--- src/rtl/seg7_scan_reader_if.sv ---
// Bus between a multiplexed 7-segment source and seg7_scan_reader.
// master = source side (drives segments/anodes), slave = reader side.
interface seg7_scan_reader_if #(
    parameter int NUM_DIGITS = 4
);
    logic [6:0]              i_Segmentos;
    logic [NUM_DIGITS-1:0]   i_Anodos;
    logic [4*NUM_DIGITS-1:0] o_Valor;
    logic                    o_Valido;
    logic [NUM_DIGITS-1:0]   o_Error;
    logic                    o_Timeout;

    modport master (
        output i_Segmentos, i_Anodos,
        input  o_Valor, o_Valido, o_Error, o_Timeout
    );

    modport slave (
        input  i_Segmentos, i_Anodos,
        output o_Valor, o_Valido, o_Error, o_Timeout
    );
endinterface

--- src/rtl/seg7_scan_reader.sv ---
// Recovers hex nibbles from a multiplexed active-low 7-segment bus and emits one word per frame.
// Optional frame timeout is enabled by defining SEG7_READER_TIMEOUT_EN.
module seg7_scan_reader #(
    parameter int NUM_DIGITS    = 4,
    parameter int SAMPLE_DIV    = 16,
    parameter int STABLE_CNT    = 4,
    parameter int TIMEOUT_TICKS = 1024
) (
    input  logic               i_Clk,
    input  logic               i_Reset,
    seg7_scan_reader_if.slave  bus
);
    localparam int DIV_W = (SAMPLE_DIV > 1) ? $clog2(SAMPLE_DIV) : 1;
    localparam int IDX_W = (NUM_DIGITS > 1) ? $clog2(NUM_DIGITS) : 1;
    localparam int CNT_W = $clog2(STABLE_CNT + 1);

    typedef enum logic [1:0] {SEARCH, SETTLE, HELD} state_t;

    // Returns {error, nibble}; unknown patterns decode to nibble 0 with error set.
    function automatic logic [4:0] decode(input logic [6:0] p);
        case (p)
            7'b0000001: decode = 5'h00;
            7'b1001111: decode = 5'h01;
            7'b0010010: decode = 5'h02;
            7'b0000110: decode = 5'h03;
            7'b1001100: decode = 5'h04;
            7'b0100100: decode = 5'h05;
            7'b0100000: decode = 5'h06;
            7'b0001111: decode = 5'h07;
            7'b0000000: decode = 5'h08;
            7'b0001100: decode = 5'h09;
            7'b0001000: decode = 5'h0A;
            7'b1100000: decode = 5'h0B;
            7'b0110001: decode = 5'h0C;
            7'b1000010: decode = 5'h0D;
            7'b0110000: decode = 5'h0E;
            7'b0111000: decode = 5'h0F;
            default:    decode = 5'h10;
        endcase
    endfunction

    // Returns {valid, index}; valid only when exactly one anode is driven low.
    function automatic logic [IDX_W:0] anode_sel(input logic [NUM_DIGITS-1:0] an);
        int unsigned       zeros;
        logic [IDX_W-1:0]  idx;
        zeros = 0;
        idx   = '0;
        for (int k = 0; k < NUM_DIGITS; k++) begin
            if (!an[k]) begin
                zeros++;
                idx = IDX_W'(k);
            end
        end
        return {(zeros == 1), idx};
    endfunction

    logic [6:0]              seg_q;
    logic [NUM_DIGITS-1:0]   an_q;
    logic [DIV_W-1:0]        div_q, div_d;
    state_t                  state_q, state_d;
    logic [IDX_W-1:0]        idx_q, idx_d;
    logic [6:0]              pat_q, pat_d;
    logic [CNT_W-1:0]        cnt_q, cnt_d;
    logic [NUM_DIGITS-1:0]   captured_q, captured_d;
    logic [4*NUM_DIGITS-1:0] shadow_val_q, shadow_val_d;
    logic [NUM_DIGITS-1:0]   shadow_err_q, shadow_err_d;
    logic [4*NUM_DIGITS-1:0] valor_q, valor_d;
    logic [NUM_DIGITS-1:0]   error_q, error_d;
    logic                    valido_q, valido_d;

    logic                    tick;
    logic                    an_valid;
    logic [IDX_W-1:0]        an_idx;
    logic [4:0]              dec;
    logic                    same;
    logic                    do_capture;

`ifdef SEG7_READER_TIMEOUT_EN
    localparam int TMO_W = $clog2(TIMEOUT_TICKS + 1);
    logic [TMO_W-1:0]        tmo_cnt_q, tmo_cnt_d;
    logic                    timeout_q, timeout_d;
`else
    logic                    unused_tmo_cfg;
    assign unused_tmo_cfg = ^TIMEOUT_TICKS;
`endif

    always_comb begin
        div_d        = div_q + 1'b1;
        state_d      = state_q;
        idx_d        = idx_q;
        pat_d        = pat_q;
        cnt_d        = cnt_q;
        captured_d   = captured_q;
        shadow_val_d = shadow_val_q;
        shadow_err_d = shadow_err_q;
        valor_d      = valor_q;
        error_d      = error_q;
        valido_d     = 1'b0;
        do_capture   = 1'b0;

        tick               = (div_q == DIV_W'(SAMPLE_DIV - 1));
        {an_valid, an_idx} = anode_sel(an_q);
        dec                = decode(seg_q);
        same               = (an_idx == idx_q) && (seg_q == pat_q);

        if (tick) begin
            div_d = '0;
        end

        // Frame hand-off runs first so a capture landing on the same cycle survives the mask clear.
        if (&captured_q) begin
            valor_d    = shadow_val_q;
            error_d    = shadow_err_q;
            valido_d   = 1'b1;
            captured_d = '0;
        end

        if (tick) begin
            if (!an_valid) begin
                state_d = SEARCH;
            end else if (state_q == SETTLE && same) begin
                cnt_d = cnt_q + 1'b1;
                if (cnt_q == CNT_W'(STABLE_CNT - 1)) begin
                    do_capture = 1'b1;
                    state_d    = HELD;
                end
            end else if (state_q == SEARCH || !same) begin
                idx_d = an_idx;
                pat_d = seg_q;
                cnt_d = CNT_W'(1);
                if (STABLE_CNT == 1) begin
                    do_capture = 1'b1;
                    state_d    = HELD;
                end else begin
                    state_d = SETTLE;
                end
            end
        end

        if (do_capture) begin
            shadow_val_d[int'(an_idx)*4 +: 4] = dec[3:0];
            shadow_err_d[an_idx]              = dec[4];
            captured_d[an_idx]                = 1'b1;
        end

`ifdef SEG7_READER_TIMEOUT_EN
        tmo_cnt_d = tmo_cnt_q;
        timeout_d = timeout_q;
        // Counter freezes once the flag is up so a recovering frame is not cut short again.
        if (&captured_q) begin
            tmo_cnt_d = '0;
            timeout_d = 1'b0;
        end else if (tick && !timeout_q) begin
            if (tmo_cnt_q == TMO_W'(TIMEOUT_TICKS - 1)) begin
                tmo_cnt_d  = '0;
                timeout_d  = 1'b1;
                captured_d = '0;
            end else begin
                tmo_cnt_d = tmo_cnt_q + 1'b1;
            end
        end
`endif
    end

    always_ff @(posedge i_Clk) begin
        seg_q        <= bus.i_Segmentos;
        an_q         <= bus.i_Anodos;
        idx_q        <= idx_d;
        pat_q        <= pat_d;
        shadow_val_q <= shadow_val_d;
        shadow_err_q <= shadow_err_d;
        if (i_Reset) begin
            div_q      <= '0;
            state_q    <= SEARCH;
            cnt_q      <= '0;
            captured_q <= '0;
            valor_q    <= '0;
            error_q    <= '0;
            valido_q   <= 1'b0;
        end else begin
            div_q      <= div_d;
            state_q    <= state_d;
            cnt_q      <= cnt_d;
            captured_q <= captured_d;
            valor_q    <= valor_d;
            error_q    <= error_d;
            valido_q   <= valido_d;
        end
    end

`ifdef SEG7_READER_TIMEOUT_EN
    always_ff @(posedge i_Clk) begin
        if (i_Reset) begin
            tmo_cnt_q <= '0;
            timeout_q <= 1'b0;
        end else begin
            tmo_cnt_q <= tmo_cnt_d;
            timeout_q <= timeout_d;
        end
    end
    assign bus.o_Timeout = timeout_q;
`else
    assign bus.o_Timeout = 1'b0;
`endif

    assign bus.o_Valor  = valor_q;
    assign bus.o_Valido = valido_q;
    assign bus.o_Error  = error_q;
endmodule

--- src/flat_wrapper.sv ---
// flat-port wrapper written by rule: the top's interface ports become plain ports
module seg7_scan_reader_flat 
#(
    parameter int NUM_DIGITS    = 4,
    parameter int SAMPLE_DIV    = 16,
    parameter int STABLE_CNT    = 4,
    parameter int TIMEOUT_TICKS = 1024
)
  (i_Clk, i_Reset, bus_i_Segmentos, bus_i_Anodos, bus_o_Valor, bus_o_Valido, bus_o_Error, bus_o_Timeout);
  seg7_scan_reader_if #(.NUM_DIGITS(NUM_DIGITS)) bus_i ();
  input  logic i_Clk;
  input  logic i_Reset;
  input wire logic [$bits(bus_i.i_Segmentos)-1:0] bus_i_Segmentos;
  input wire logic [$bits(bus_i.i_Anodos)-1:0] bus_i_Anodos;
  output wire logic [$bits(bus_i.o_Valor)-1:0] bus_o_Valor;
  output wire logic [$bits(bus_i.o_Valido)-1:0] bus_o_Valido;
  output wire logic [$bits(bus_i.o_Error)-1:0] bus_o_Error;
  output wire logic [$bits(bus_i.o_Timeout)-1:0] bus_o_Timeout;
  assign bus_i.i_Segmentos = bus_i_Segmentos;
  assign bus_i.i_Anodos = bus_i_Anodos;
  assign bus_o_Valor = bus_i.o_Valor;
  assign bus_o_Valido = bus_i.o_Valido;
  assign bus_o_Error = bus_i.o_Error;
  assign bus_o_Timeout = bus_i.o_Timeout;
  seg7_scan_reader #(.NUM_DIGITS(NUM_DIGITS), .SAMPLE_DIV(SAMPLE_DIV), .STABLE_CNT(STABLE_CNT), .TIMEOUT_TICKS(TIMEOUT_TICKS)) u_core (.i_Clk(i_Clk), .i_Reset(i_Reset), .bus(bus_i));
endmodule
--- config.mk ---
export PLATFORM = sky130hd
export DESIGN_NAME = seg7_scan_reader_flat
export DESIGN_NICKNAME = d
export VERILOG_FILES = /design/src/rtl/seg7_scan_reader_if.sv /design/src/rtl/seg7_scan_reader.sv /design/src/flat_wrapper.sv
export SDC_FILE = /design/constraint.sdc
export NUM_CORES = 1
export LEC_CHECK = 0
export BUFFER_PORTS_ARGS = -buffer_cell sky130_fd_sc_hd__buf_2
export CAP_MARGIN = 0
export CORE_ASPECT_RATIO = 2
export CORE_UTILIZATION = 50
export CTS_CLUSTER_DIAMETER = 50
export DETAILED_ROUTE_END_ITERATION = 8
export HOLD_SLACK_MARGIN = 0.12
export PLACE_DENSITY_LB_ADDON = 0.3
export SLEW_MARGIN = 20
export SYNTH_ARGS = -nofsm -noshare
export SYNTH_HDL_FRONTEND = slang
export SYNTH_SLANG_ARGS = --single-unit
--- constraint.sdc ---
create_clock -name i_Clk -period 9.3 [get_ports i_Clk]
set_clock_uncertainty 0.05 [all_clocks]
set_input_delay 1.86 -clock i_Clk [delete_from_list [all_inputs] [get_ports i_Clk]]
set_output_delay 1.86 -clock i_Clk [all_outputs]
set_load 0.02 [all_outputs]
Yosys cells after proc, flatten, opt, wreduce, memory -nomap -nowiden
Index checks and enable logic that the tools add are counted.
Word-level totals
  register bits: 74
  input bits: 13
Cells by class
  add/sub/neg operators: 6
  magnitude comparators: 2
  equality and inequality tests: 23
  shift-type cells: 2
  multiplexer cells: 25
  bitwise operators: 2
  reduce and logical (&&, ||, !) cells: 13
Operators by type and width (number)
  two-way mux 32 bit: 3
  one-hot mux 5 bit (16 select lines): 1
  adder 32 x 1 -> 32 bit (second input constant): 2
  == test 7 x 6 -> 1 bit (second input constant): 5
  negation 4 -> 33 bit: 1
  variable shift 4 x 33 -> 16 bit (first input constant): 1
  variable part select 4 x 33 -> 16 bit: 1
  == test 32 x 1 -> 1 bit (second input constant): 1
  == test 7 bit (second input constant): 4
  == test 7 x 4 -> 1 bit (second input constant): 3
  bitwise mux 16 bit: 1
  two-way mux 2 bit: 6
  two-way mux 1 bit: 8
  two-way mux 4 bit: 2
  AND reduction 4 bit: 2
  == test 7 x 1 -> 1 bit (second input constant): 1
  == test 7 x 3 -> 1 bit (second input constant): 1
  == test 7 x 5 -> 1 bit (second input constant): 1
  == test 7 bit: 1
  zero test 7 bit: 1
  two-way mux 3 bit: 2
  != test 3 bit (second input constant): 2
  AND reduction 3 bit: 2
  adder 4 x 1 -> 4 bit (second input constant): 1
  other kinds (18): 20

Longest topological paths before layout
Gate-level depths: netlist (run 1).
  depth in word-level cells: 11
  mapped depth: 10

Least setup slack after synthesis (run 1)
Ideal clock, no wire load.
  path kind: reg-to-reg
  start: register u_core.an_q[1]
  end: register u_core.idx_q[0], enable pin
  library setup time: 381 ps
  data arrival time: 2500 ps
  setup slack: 6369 ps
  cell stages (with the launch flop): 9
  path buffers: 0
  clock period less this slack: 2931 ps
  cell sequence: dfxtp_1 > inv_1 > ha_1 > xnor2_1 > ha_1 > nor4b_2 > nor4_2 > or3b_4 > a31oi_1
Between the ends
  cells in the longest elaborated chain, start to end: 8
  elaborated cells between the ends (all ways): 16
RTL lines
  from (decl): line seg7_scan_reader.sv:58  | logic [NUM_DIGITS-1:0] an_q;
  from (signal assigned): line seg7_scan_reader.sv:167  | an_q <= bus.i_Anodos;
  branches (longest 7 deep; another with adder 32 x 1 -> 32 bit)
  AND reduction 4 bit (no line) (*)
  to (signal assigned): line seg7_scan_reader.sv:168  | idx_q <= idx_d;
  to (decl): line seg7_scan_reader.sv:61  | logic [IDX_W-1:0] idx_q, idx_d;
Mark *: on every way between the ends.
A chain may end at the register's enable or synchronous reset.

Worst setup path after layout (run 1)
  start: register u_core.an_q[1]
  end: register u_core.pat_q[3], enable pin
Between the ends
  cells in the longest elaborated chain, start to end: 8
  elaborated cells between the ends (all ways): 16
RTL lines
  branches (longest 7 deep; another with adder 32 x 1 -> 32 bit)
  AND reduction 4 bit (no line) (*)
  to (signal assigned): line seg7_scan_reader.sv:169  | pat_q <= pat_d;
  to (decl): line seg7_scan_reader.sv:62  | logic [6:0] pat_q, pat_d;
Marks and branches as above.

==> results of run 1 <==
[state kept, by name (all words and copies together), names as in the netlist]
signal,cells
u_core.shadow_err_q,4
u_core.bus.o_Valido,1
u_core.cnt_q,3
u_core.an_q,4
u_core.bus.o_Valor,16
u_core.shadow_val_q,16
u_core.div_q,4
u_core.state_q,2
u_core.bus.o_Error,4
u_core.idx_q,2
u_core.pat_q,7
u_core.seg_q,7
u_core.captured_q,4
[where the power goes]
group	leakage, nW	switching (mW)	internal, mW
logic	0.678	0.0202	0.0152
clock network	0.138	0.127	0.196
registers	0.601	0.00881	0.340
[worst max path at each step]
| stage | start | end | slack (ns) | depth (start not counted) |
|---|---|---|---|---|
| after floorplan | u_core.an_q[1] | u_core.idx_q[0] | 6.37 | 8 |
| after global placement | u_core.an_q[1] | u_core.pat_q[0] | 6.19 | 8 |
| after detailed placement | u_core.an_q[1] | u_core.pat_q[3] | 6.06 | 8 |
| after CTS | u_core.an_q[1] | u_core.pat_q[3] | 6.03 | 8 |
| after global routing | u_core.an_q[1] | u_core.pat_q[0] | 5.83 | 8 |
| final | u_core.an_q[1] | u_core.pat_q[3] | 6.04 | 8 |
[worst min-delay path: cells and delay by family (launching register included)]
kind               cells  cell delay (ns)
DFF                    1             0.30
AOI/OAI and AO/OA      1             0.05
and+or+nand+nor        1             0.05
[cell usage after synthesis (all sizes together), types with 2 or more instances]
| cell | count | area [um^2] |
|---|---|---|
| nand2 | 49 | 184 |
| dfxtp | 45 | 901 |
| a21oi | 32 | 160 |
| edfxtp | 29 | 871 |
| nor2 | 28 | 105 |
| inv | 20 | 75.1 |
| ha | 13 | 163 |
| buf | 10 | 65.1 |
| xnor2 | 10 | 87.6 |
| clkbuf | 9 | 33.8 |
| nand4 | 9 | 56.3 |
| nor2b | 7 | 43.8 |
| nand3 | 5 | 25.0 |
| nor3 | 5 | 35.0 |
| nor3b | 5 | 42.5 |
| o21ai | 5 | 25.0 |
| a31oi | 4 | 31.3 |
| and3 | 4 | 25.0 |
| nand2b | 4 | 25.0 |
| nor4 | 4 | 46.3 |
| nor4b | 3 | 47.5 |
| a22o | 2 | 17.5 |
| a22oi | 2 | 15.0 |
| and4b | 2 | 20.0 |
| nand3b | 2 | 15.0 |
| o32ai | 2 | 17.5 |
| or2 | 2 | 12.5 |
| or3 | 2 | 12.5 |
[kinds of logic after synthesis]
| kind of cell | count (synthesis) | share of synthesized area [%] |
|---|---|---|
| XOR/XNOR | 11 | 2.88 |
| adder cells (fa/ha/maj) | 13 | 4.86 |
| flip-flops | 74 | 52.9 |
| AND/OR/NAND/NOR | 137 | 22.5 |
| other | 1 | 0.112 |
| multiplexers | 1 | 0.299 |
| AO/OA/AOI/OAI | 59 | 11.2 |
| buffers and inverters | 39 | 5.19 |
[stage by stage]
step / util, % / instances / power (mW) / instance area [um^2]
after global placement: 55.4 / 435 / 0.389 / 3520
after global routing: 59.8 / 451 / 0.733 / 3810
final: 59.8 / 451 / 0.707 / 3810
after floorplan: - / 335 / 0.383 / 3350
after detailed placement: 55.4 / 435 / 0.391 / 3520
after CTS: 59.8 / 451 / 0.716 / 3810
[metal layers]
| metal | track usage [%] | routed length, um | vias to the layer above |
|---|---|---|---|
| met5 | 0 | 0 | - |
| li1 | - | - | 1217 |
| met1 | 18.4 | 2180 | 1143 |
| met3 | 4.51 | 189 | 10 |
| met2 | 31.7 | 3130 | 52 |
| met4 | 11.9 | 114 | 0 |
[cell type report]
class                   instances  area [um^2]
clock inverters                 4         26.3
well taps                      86          108
repair buffers                 33          165
flip-flops and latches         74         1770
fillers                       591         2550
clock buffers                  12          258
inverters                      20         75.1
multi-input cells             222         1400
==> qor.yml, run 1 <==
placed_design:
  detail_placement_hpwl_um: 4010
  gp_congestion: 0.863
  buffer_ports.inserted: 33
  dp_worst_setup_slack_ns: 6.06
floorplanning:
  chipWidth_um: 59.9
  fp.dieH_um: 118
  initial_core_util_pct: 52.6
  dieArea_mm2: 0.00705
  placementRows: 41
  num_ports: 35
  coreArea_mm2: 0.00636
yosys:
  ys_warn_count: 0
  synth_ff_type: "sky130_fd_sc_hd__dfxtp_1"
  synth_fp_nets: 361
  async_flop_share_pct: 0
  synth_cells: 335
  synth.ff_latch_count: 74
  synth-edff-count: 29
  unique_masters_post_synth: 58
  synth.cell_area_mm2: 0.00335
  ys_seq_area_share_pct: 52.9
  synthesis.area_per_instance_um2: 9.99
setup_path:
  crit_path_start_kind: "register"
  critical_path_peak_fanout: 9
  cp_data_arrival_time_ns: 3.16
  ff2ff_setup_slack_ns: 6.04
  depth_of_the_worst_register_to_register_path: 8
  timing.critical_path.cells: "inv_1 -> ha_1 -> xnor2_1 -> ha_1 -> nor4b_2 -> nor4_2 -> or3b_4 -> a31oi_1"
  worst_path_max_delay_cell: "sky130_fd_sc_hd__a31oi_1"
  end_kind: "register"
  critPathRequiredTime_ns: 9.20
  worst_r2r_endpoint: "u_core.pat_q[3]"
  count_of_buffering_cells_on_the_critical_path_with_inverters_included: 1
  path_class: "reg2reg"
  critPathMostFrequentCell: "sky130_fd_sc_hd__ha_1"
  critical-path-max-stage-delay_ns: 0.70
  critPathTopFamily: "simple AND/OR/NAND/NOR gates"
  reg2reg_start: "u_core.an_q[1]"
global_route:
  grt_overflow_total: 0
  grt_pass1_wl_um: 9670
  groute.usage.overall_pct: 18.4
  grt_max_degree: 38
  grt_antenna_before_repair: 0
  grt_pass1_vias: 2230
cts:
  cts_setup_buffers: 0
  clock-root-buffer: "sky130_fd_sc_hd__clkbuf_16"
  path_clk_slew_ns: 0.06
  cts_made_buffers: 9
  post_cts_resize_count: 0
  cts_buffer_depth: 2
  worst_skew_late_latency_ns: 0.33
  cts.htree.levels: 3
  postCtsHoldBufs: 0
  cts_tree: "yes"
  clkSinkCount: 74
sta:
  report.final.setup_viol: 0
  unrepaired_setup_endpoints_after_global_routing: "no"
  setup-tns-final_ns: 0
  hold_violations: 0
  fin_crit_sh_pct: 35.0
  fmaxAchievable_mhz: 307
  period_minus_slack_ns: 3.26
  worst-slew-pin-transition_ns: 0.937
  final_slew_violations: 0
  setup_slack_ns: 6.04
  maxSlewHeadroom_pct: 37.3
  worst_hold_slack_ns: 0.398
worst_hold_path:
  worstHoldPathCells: 2
  min-delay-start: "u_core.bus.o_Valor[13]"
  hold_class: "reg2reg"
  hold_path_end: "u_core.bus.o_Valor[13]"
power_and_ir_drop:
  vdd_ir_drop_max_mv: 0.117
  power_density_mw_per_mm2: 186
  power.static_leakage_nw: 1.42
route:
  drtPass1Iterations: 4
  first_iter_violations: 104
  drt-wirelength-per-cell_um: 12.4
  remaining_drcs: 0
  vias_per_cell: 5.37
  wirelength_um: 5610
  num_vias: 2422
  postRouteAntennaNets: 0
finish:
  antenna_cells_inserted: 0
  final_nets: 386
  area_delta_synth_final_pct: 13.7
  drive_above_1_share_pct: 16.4
  layout.cells.most_common_list: "sky130_fd_sc_hd__nand2_1 (49), sky130_fd_sc_hd__dfxtp_1 (45), sky130_fd_sc_hd__buf_2 (33), sky130_fd_sc_hd__a21oi_1 (32), sky130_fd_sc_hd__edfxtp_1 (29)"
  mostFrequentLayoutCell: "sky130_fd_sc_hd__nand2_1"
flow_run:
  maxCapViolCount: 0
outcome:
  outcome: "finished, final reports clean"
Note: power is estimated with default switching activity, not from simulation.
==> run 2: changes to the inputs <==
==> constraint.sdc (replaced) <==
create_clock -name i_Clk -period 3.1 [get_ports i_Clk]
set_clock_uncertainty 0.05 [all_clocks]
set_input_delay 0.62 -clock i_Clk [delete_from_list [all_inputs] [get_ports i_Clk]]
set_output_delay 0.62 -clock i_Clk [all_outputs]
set_load 0.02 [all_outputs]
==> run 2 against run 1 <==
First-iteration DRC count down 26%. Non-clock buffer count up 3. Clock power rose to 3.0 times the previous value. Die area unchanged. Critical endpoint is now u_core.shadow_val_q[6].
==> qor.yml, run 2 (same netlist as run 1, synthesis figures left out) <==
power_and_ir_drop:
  power_frac_comb_pct: 5.4  # was 5.0%
  pwr-share-seq_pct: 48.9  # was 49.2%
  clock_power_share_pct: 45.7  # about the same
  vdd_ir_drop_max_mv: 0.445  # was 0.117 mV
  switching_share_pct: 22.2  # was 22.1%
  power_switching_uw: 471  # was 156 uW
  intPower_mw: 1.66  # was 551 uW
  power.static_leakage_nw: 1.44  # was 1.42 nW
  post-layout-total-power_mw: 2.13  # was 707 uW
  power_density_mw_per_mm2: 556  # was 186 mW/mm^2
route:
  remaining_drcs: 0  # unchanged
  vias_per_cell: 5.24  # was 5.37
  wirelength_um: 5810  # was 5610 um
  num_vias: 2378  # was 2422
  drtPass1Iterations: 4  # unchanged
  postRouteAntennaNets: 0  # unchanged
  drt-wirelength-per-cell_um: 12.8  # was 12.4 um
  first_iter_violations: 77  # was 104
sta:
  maxSlewHeadroom_pct: 38.0  # was 37.3%
  fin_crit_sh_pct: 93.4  # was 35.0%
  worst-slew-pin-transition_ns: 0.928  # was 0.937 ns
  unrepaired_setup_endpoints_after_global_routing: "yes"  # was no
  setup_slack_ns: 0.203  # was 6.04 ns
  report.final.setup_viol: 0  # unchanged
  hold_violations: 0  # unchanged
  fmaxAchievable_mhz: 345  # was 307 MHz
  period_minus_slack_ns: 2.90  # was 3.26 ns
  final_slew_violations: 0  # unchanged
setup_path:
  cp_data_arrival_time_ns: 2.84  # was 3.16 ns
  crit_path_start_kind: "register"  # unchanged
  critical_path_peak_fanout: 6  # was 9
  ff2ff_setup_slack_ns: 0.20  # was 6.04 ns
  path_class: "reg2reg"  # unchanged
  critPathRequiredTime_ns: 3.05  # was 9.20 ns
  worst_r2r_endpoint: "u_core.shadow_val_q[6]"  # was u_core.pat_q[3]
  end_kind: "register"  # unchanged
  reg2reg_start: "u_core.an_q[1]"  # unchanged
  depth_of_the_worst_register_to_register_path: 9  # was 8
placed_design:
  post_placement_cell_count: 438  # was 435
  buffer_ports.inserted: 33  # unchanged
  gp_congestion: 0.855  # was 0.863
  detail_placement_hpwl_um: 4120  # was 4010 um
  dp_worst_setup_slack_ns: 0.207  # was 6.06 ns
worst_hold_path:
  hold_class: "in2reg"  # was reg2reg
  hold_path_end: "u_core.seg_q[6]"  # was u_core.bus.o_Valor[13]
  worstHoldPathCells: 1  # was 2
  min-delay-start: "bus_i_Segmentos[6]"  # was u_core.bus.o_Valor[13]
floorplanning:
  coreArea_mm2: 0.00636  # unchanged
  dieArea_mm2: 0.00705  # unchanged
  placementRows: 41  # unchanged
  chipWidth_um: 59.9  # unchanged
  initial_core_util_pct: 52.6  # unchanged
  num_ports: 35  # unchanged
  fp.dieH_um: 118  # unchanged
global_route:
  grt_pass1_vias: 2311  # was 2230
  grt_overflow_total: 0  # unchanged
  grtUsageMet1_pct: 19.4  # was 18.4%
  global_route.usage.met2_pct: 32.8  # was 31.7%
  busiest_layer: "met2"  # unchanged
  grt_antenna_before_repair: 0  # unchanged
  groute.usage.overall_pct: 19.4  # was 18.4%
  grt_pass1_wl_um: 10100  # was 9670 um
  grt_max_degree: 38  # unchanged
  grt.met3_usage_pct: 5.71  # was 4.51%
finish:
  drive_above_1_share_pct: 17.1  # was 16.4%
  layout.filler_cells: 592  # was 591
  area_delta_synth_final_pct: 14.3  # was 13.7%
  post_layout_nonfiller_instances: 454  # was 451
  postLayoutCoreUtil_pct: 60.2  # was 59.8%
  layout.cells.most_common_list: "sky130_fd_sc_hd__nand2_1 (49), sky130_fd_sc_hd__dfxtp_1 (45), sky130_fd_sc_hd__buf_2 (33), sky130_fd_sc_hd__a21oi_1 (32), sky130_fd_sc_hd__edfxtp_1 (29)"  # unchanged
  antenna_cells_inserted: 0  # unchanged
  final_nets: 389  # was 386
  mostFrequentLayoutCell: "sky130_fd_sc_hd__nand2_1"  # unchanged
cts:
  clock-root-buffer: "sky130_fd_sc_hd__clkbuf_16"  # unchanged
  cts_made_buffers: 9  # unchanged
  clkSinkCount: 74  # unchanged
  path_clk_slew_ns: 0.06  # about the same
  worst_skew_late_latency_ns: 0.33  # about the same
  cts.htree.levels: 3  # unchanged
  cts_buffer_depth: 2  # unchanged
  cts_tree: "yes"  # unchanged
  postCtsHoldBufs: 0  # unchanged
  post_cts_resize_count: 0  # unchanged
flow_run:
  maxCapViolCount: 0  # unchanged
outcome:
  outcome: "finished, final reports clean"  # unchanged
[run 2: cell count changes in the layout (fill, tap and decap cells not counted), sizes merged]
cell | before | now
buf | 33 | 36
inv | 20 | 21
clkinvlp | 1 | 0
[run 2: worst max-delay path, cell delays in order (launching register included)]
cell and delay, ns:
sky130_fd_sc_hd__dfxtp_1 0.36, sky130_fd_sc_hd__inv_1 0.05, sky130_fd_sc_hd__ha_1 0.36, sky130_fd_sc_hd__xnor2_1 0.17
sky130_fd_sc_hd__ha_1 0.36, sky130_fd_sc_hd__nor4b_2 0.26, sky130_fd_sc_hd__nor4_2 0.11, sky130_fd_sc_hd__nor3_2 0.27
sky130_fd_sc_hd__nand3_1 0.21, sky130_fd_sc_hd__nor2_1 0.35
[run 2: timing repair]
item | CTS | global route
setup endpoints to repair | 0 | 12
setup buffers | 0 | 0
endpoints found under the hold margin | 0 | 0
[run 2: final cells by class]
class | instances | area (um^2) | share of cell area, %
flip-flops and latches | 74 | 1770 | 46.3
multi-input cells | 222 | 1400 | 36.6
clock buffers | 12 | 258 | 6.73
repair buffers | 36 | 188 | 4.90
well taps | 86 | 108 | 2.81
inverters | 20 | 75.1 | 1.96
clock inverters | 4 | 25.0 | 0.654
[run 2: worst max-delay path by stage]
stage | start | to | slack [ns]
4_1_cts | u_core.an_q[1] | u_core.shadow_val_q[6] | 0.19
6_report | u_core.an_q[1] | u_core.shadow_val_q[6] | 0.20
3_3_place_gp | u_core.an_q[1] | u_core.shadow_val_q[7] | 0.32
5_1_grt | u_core.an_q[1] | u_core.shadow_val_q[7] | -0.04
3_5_place_dp | u_core.an_q[1] | u_core.shadow_val_q[6] | 0.21
2_1_floorplan | u_core.an_q[1] | u_core.idx_q[0] | 0.17
[run 2: per-layer routing]
| layer | share of wire, % | wire length (um) | vias to the layer above |
|---|---|---|---|
| met5 | 0 | 0 | - |
| met4 | 3.9 | 229 | 0 |
| met3 | 3.1 | 181 | 16 |
| met2 | 54 | 3140 | 52 |
| met1 | 39 | 2260 | 1089 |
| li1 | - | - | 1221 |
[run 2: stage by stage]
step                      hold WS, ns  TNS, ns  cell area [um^2]
after floorplan                 0.353        0              3350
after global placement          0.389        0              3540
after detailed placement        0.393        0              3540
after CTS                       0.322        0              3830
after global routing            0.321   -0.373              3830
final                           0.332        0              3830
[run 2: power by group through the flow]
stage	logic, mW	clock network (mW)	registers [mW]
after global routing	0.128	1.04	1.04
final	0.114	0.972	1.04
after global placement	0.110	0	1.06
after CTS	0.115	0.995	1.04
after detailed placement	0.113	0	1.06
after floorplan	0.103	0	1.05
==> run 3: changes to the inputs <==
--- a/config.mk
+++ b/config.mk
@@ -6,7 +6,6 @@
 export NUM_CORES = 1
 export LEC_CHECK = 0
 export BUFFER_PORTS_ARGS = -buffer_cell sky130_fd_sc_hd__buf_2
-export CAP_MARGIN = 0
 export CORE_ASPECT_RATIO = 2
 export CORE_UTILIZATION = 50
 export CTS_CLUSTER_DIAMETER = 50
==> constraint.sdc (replaced) <==
create_clock -name i_Clk -period 3.1 [get_ports i_Clk]
set_clock_uncertainty 0.05 [all_clocks]
set_input_delay 0.31 -clock i_Clk [delete_from_list [all_inputs] [get_ports i_Clk]]
set_output_delay 0.31 -clock i_Clk [all_outputs]
set_load 0.02 [all_outputs]
==> run 3 against run 2 <==
Die area unchanged. Worst hold slack improved by 0.066 ns. First-iteration DRC count increased by 17%. Non-clock buffer count increased by 11. Critical endpoint unchanged.
==> qor.yml, run 3 (same netlist as run 1, synthesis figures left out) <==
cts:
  worst_skew_late_latency_ns: 0.33  # about the same
  path_clk_slew_ns: 0.06  # about the same
  clock-root-buffer: "sky130_fd_sc_hd__clkbuf_16"  # unchanged
  cts_buffer_depth: 2  # unchanged
  cts_made_buffers: 9  # unchanged
  cts_tree: "yes"  # unchanged
  cts.htree.levels: 3  # unchanged
  cts_setup_buffers: 0  # unchanged
  post_cts_resize_count: 0  # unchanged
  clkSinkCount: 74  # unchanged
power_and_ir_drop:
  power.static_leakage_nw: 1.48  # was 1.44 nW
  power_density_mw_per_mm2: 543  # was 556 mW/mm^2
  vdd_ir_drop_max_mv: 0.444  # was 0.445 mV
sta:
  fin_crit_sh_pct: 93.4  # about the same
  maxSlewHeadroom_pct: 38.4  # was 38.0%
  final_slew_violations: 0  # unchanged
  unrepaired_setup_endpoints_after_global_routing: "yes"  # unchanged
  hold_violations: 0  # unchanged
  setup_slack_ns: 0.206  # was 0.203 ns
  setup-tns-final_ns: 0  # unchanged
  fmaxAchievable_mhz: 346  # was 345 MHz
  worst-slew-pin-transition_ns: 0.921  # was 0.928 ns
  report.final.setup_viol: 0  # unchanged
  period_minus_slack_ns: 2.89  # was 2.90 ns
route:
  remaining_drcs: 0  # unchanged
  first_iter_violations: 90  # was 77
  drt-wirelength-per-cell_um: 12.7  # was 12.8 um
  drtPass1Iterations: 4  # unchanged
  num_vias: 2420  # was 2378
  wirelength_um: 5930  # was 5810 um
  postRouteAntennaNets: 0  # unchanged
  vias_per_cell: 5.20  # was 5.24
placed_design:
  buffer_ports.inserted: 33  # unchanged
  gp_congestion: 0.855  # unchanged
  detail_placement_hpwl_um: 4120  # unchanged
  placement.cell_area_mm2: 0.00354  # unchanged
  dp_worst_setup_slack_ns: 0.207  # unchanged
setup_path:
  timing.critical_path.cells: "inv_1 -> ha_1 -> xnor2_1 -> ha_1 -> nor4b_2 -> nor4_2 -> nor3_2 -> nand3_1 -> nor2_1"  # unchanged
  cp_data_arrival_time_ns: 2.84  # about the same
  crit_path_start_kind: "register"  # unchanged
  critical_path_peak_fanout: 6  # unchanged
  critical-path-max-stage-delay_ns: 0.36  # about the same
  end_kind: "register"  # unchanged
  worst_path_max_delay_cell: "sky130_fd_sc_hd__dfxtp_1"  # unchanged
  path_class: "reg2reg"  # unchanged
  cp_num_cells: 9  # unchanged
  depth_of_the_worst_register_to_register_path: 9  # unchanged
  critPathRequiredTime_ns: 3.05  # about the same
  critPathMostFrequentCell: "sky130_fd_sc_hd__ha_1"  # unchanged
  critPathTopFamily: "simple AND/OR/NAND/NOR gates"  # unchanged
  count_of_buffering_cells_on_the_critical_path_with_inverters_included: 1  # unchanged
finish:
  mostFrequentLayoutCell: "sky130_fd_sc_hd__nand2_1"  # unchanged
  antenna_cells_inserted: 0  # unchanged
  combined_area_of_the_multi_input_logic_cells_mm2: 0.00140  # unchanged
  finalInstanceArea_mm2: 0.00394  # was 0.00383 mm^2
  area.sequential_mm2: 0.00177  # unchanged
  layout.cells.most_common_list: "sky130_fd_sc_hd__nand2_1 (49), sky130_fd_sc_hd__dfxtp_1 (45), sky130_fd_sc_hd__buf_2 (33), sky130_fd_sc_hd__a21oi_1 (32), sky130_fd_sc_hd__edfxtp_1 (29)"  # unchanged
  drive_above_1_share_pct: 16.6  # was 17.1%
  final_nets: 400  # was 389
  layout.filler_cells: 581  # was 592
  area_delta_synth_final_pct: 17.6  # was 14.3%
floorplanning:
  fp.dieH_um: 118  # unchanged
  dieArea_mm2: 0.00705  # unchanged
  num_ports: 35  # unchanged
  placementRows: 41  # unchanged
  initial_core_util_pct: 52.6  # unchanged
  coreArea_mm2: 0.00636  # unchanged
  chipWidth_um: 59.9  # unchanged
outcome:
  outcome: "finished, final reports clean"  # unchanged
global_route:
  grt_pass1_vias: 2372  # was 2311
  grt_max_degree: 38  # unchanged
  grt_overflow_total: 0  # unchanged
  grt_antenna_before_repair: 0  # unchanged
  grt_pass1_wl_um: 10300  # was 10100 um
  groute.usage.overall_pct: 19.7  # was 19.4%
worst_hold_path:
  hold_class: "reg2reg"  # was in2reg
  worstHoldPathCells: 2  # was 1
flow_run:
  maxCapViolCount: 0  # unchanged
-- run 3: cell types whose count changed in the layout (fill, tap and decap cells not counted), sizes merged --
| cell | delta |
|---|---|
| dlygate4sd3 | +11 |
-- run 3: layer usage --
layer / track usage, % / part of all wire, %
met1: 19.6 / 39
met2: 33.5 / 53
met3: 5.38 / 3.1
met4: 13.1 / 4.0
met5: 0 / 0
-- run 3: tightest hold or removal path, cell delays in order (launching register included) --
cell and delay [ns]:
sky130_fd_sc_hd__dfxtp_1 0.30, sky130_fd_sc_hd__nand2_1 0.05, sky130_fd_sc_hd__a21oi_1 0.05
-- run 3: what timing repair did --
action,CTS,global route
hold endpoints to repair,11,0
hold buffers,11,0
setup endpoints to repair,0,12
-- run 3: worst paths after layout --
path                           from                     end  slack, ns
max                  u_core.an_q[1]  u_core.shadow_val_q[6]       0.21
min          u_core.bus.o_Valor[13]  u_core.bus.o_Valor[13]       0.40
max reg2reg          u_core.an_q[1]  u_core.shadow_val_q[6]       0.21
min reg2reg  u_core.bus.o_Valor[13]  u_core.bus.o_Valor[13]       0.40
-- run 3: where the power goes --
group          leakage (nW)  switching [mW]  total (mW)  internal [mW]
sequential            0.601          0.0220        1.04           1.02
combinational         0.739          0.0682       0.125         0.0565
clock                 0.142           0.383       0.972          0.589
-- run 3: final cells by class --
type,count,area share (%)
Multi-Input combinational cell,222,35.6
Clock buffer,12,6.55
Clock inverter,4,0.636
Inverter,20,1.91
Sequential cell,74,45.0
Tap cell,86,2.73
Timing Repair Buffer,47,7.56
-- run 3: metrics by stage --
stage / cells / total power [mW] / hold WS (ns) / util [%]
detailed placement: 438 / 1.17 / 0.364 / 55.7
global route: 465 / 2.22 / 0.420 / 61.9
floorplan: 335 / 1.15 / 0.288 / -
finish: 465 / 2.14 / 0.398 / 61.9
global placement: 438 / 1.17 / 0.363 / 55.7
CTS: 465 / 2.16 / 0.401 / 61.9
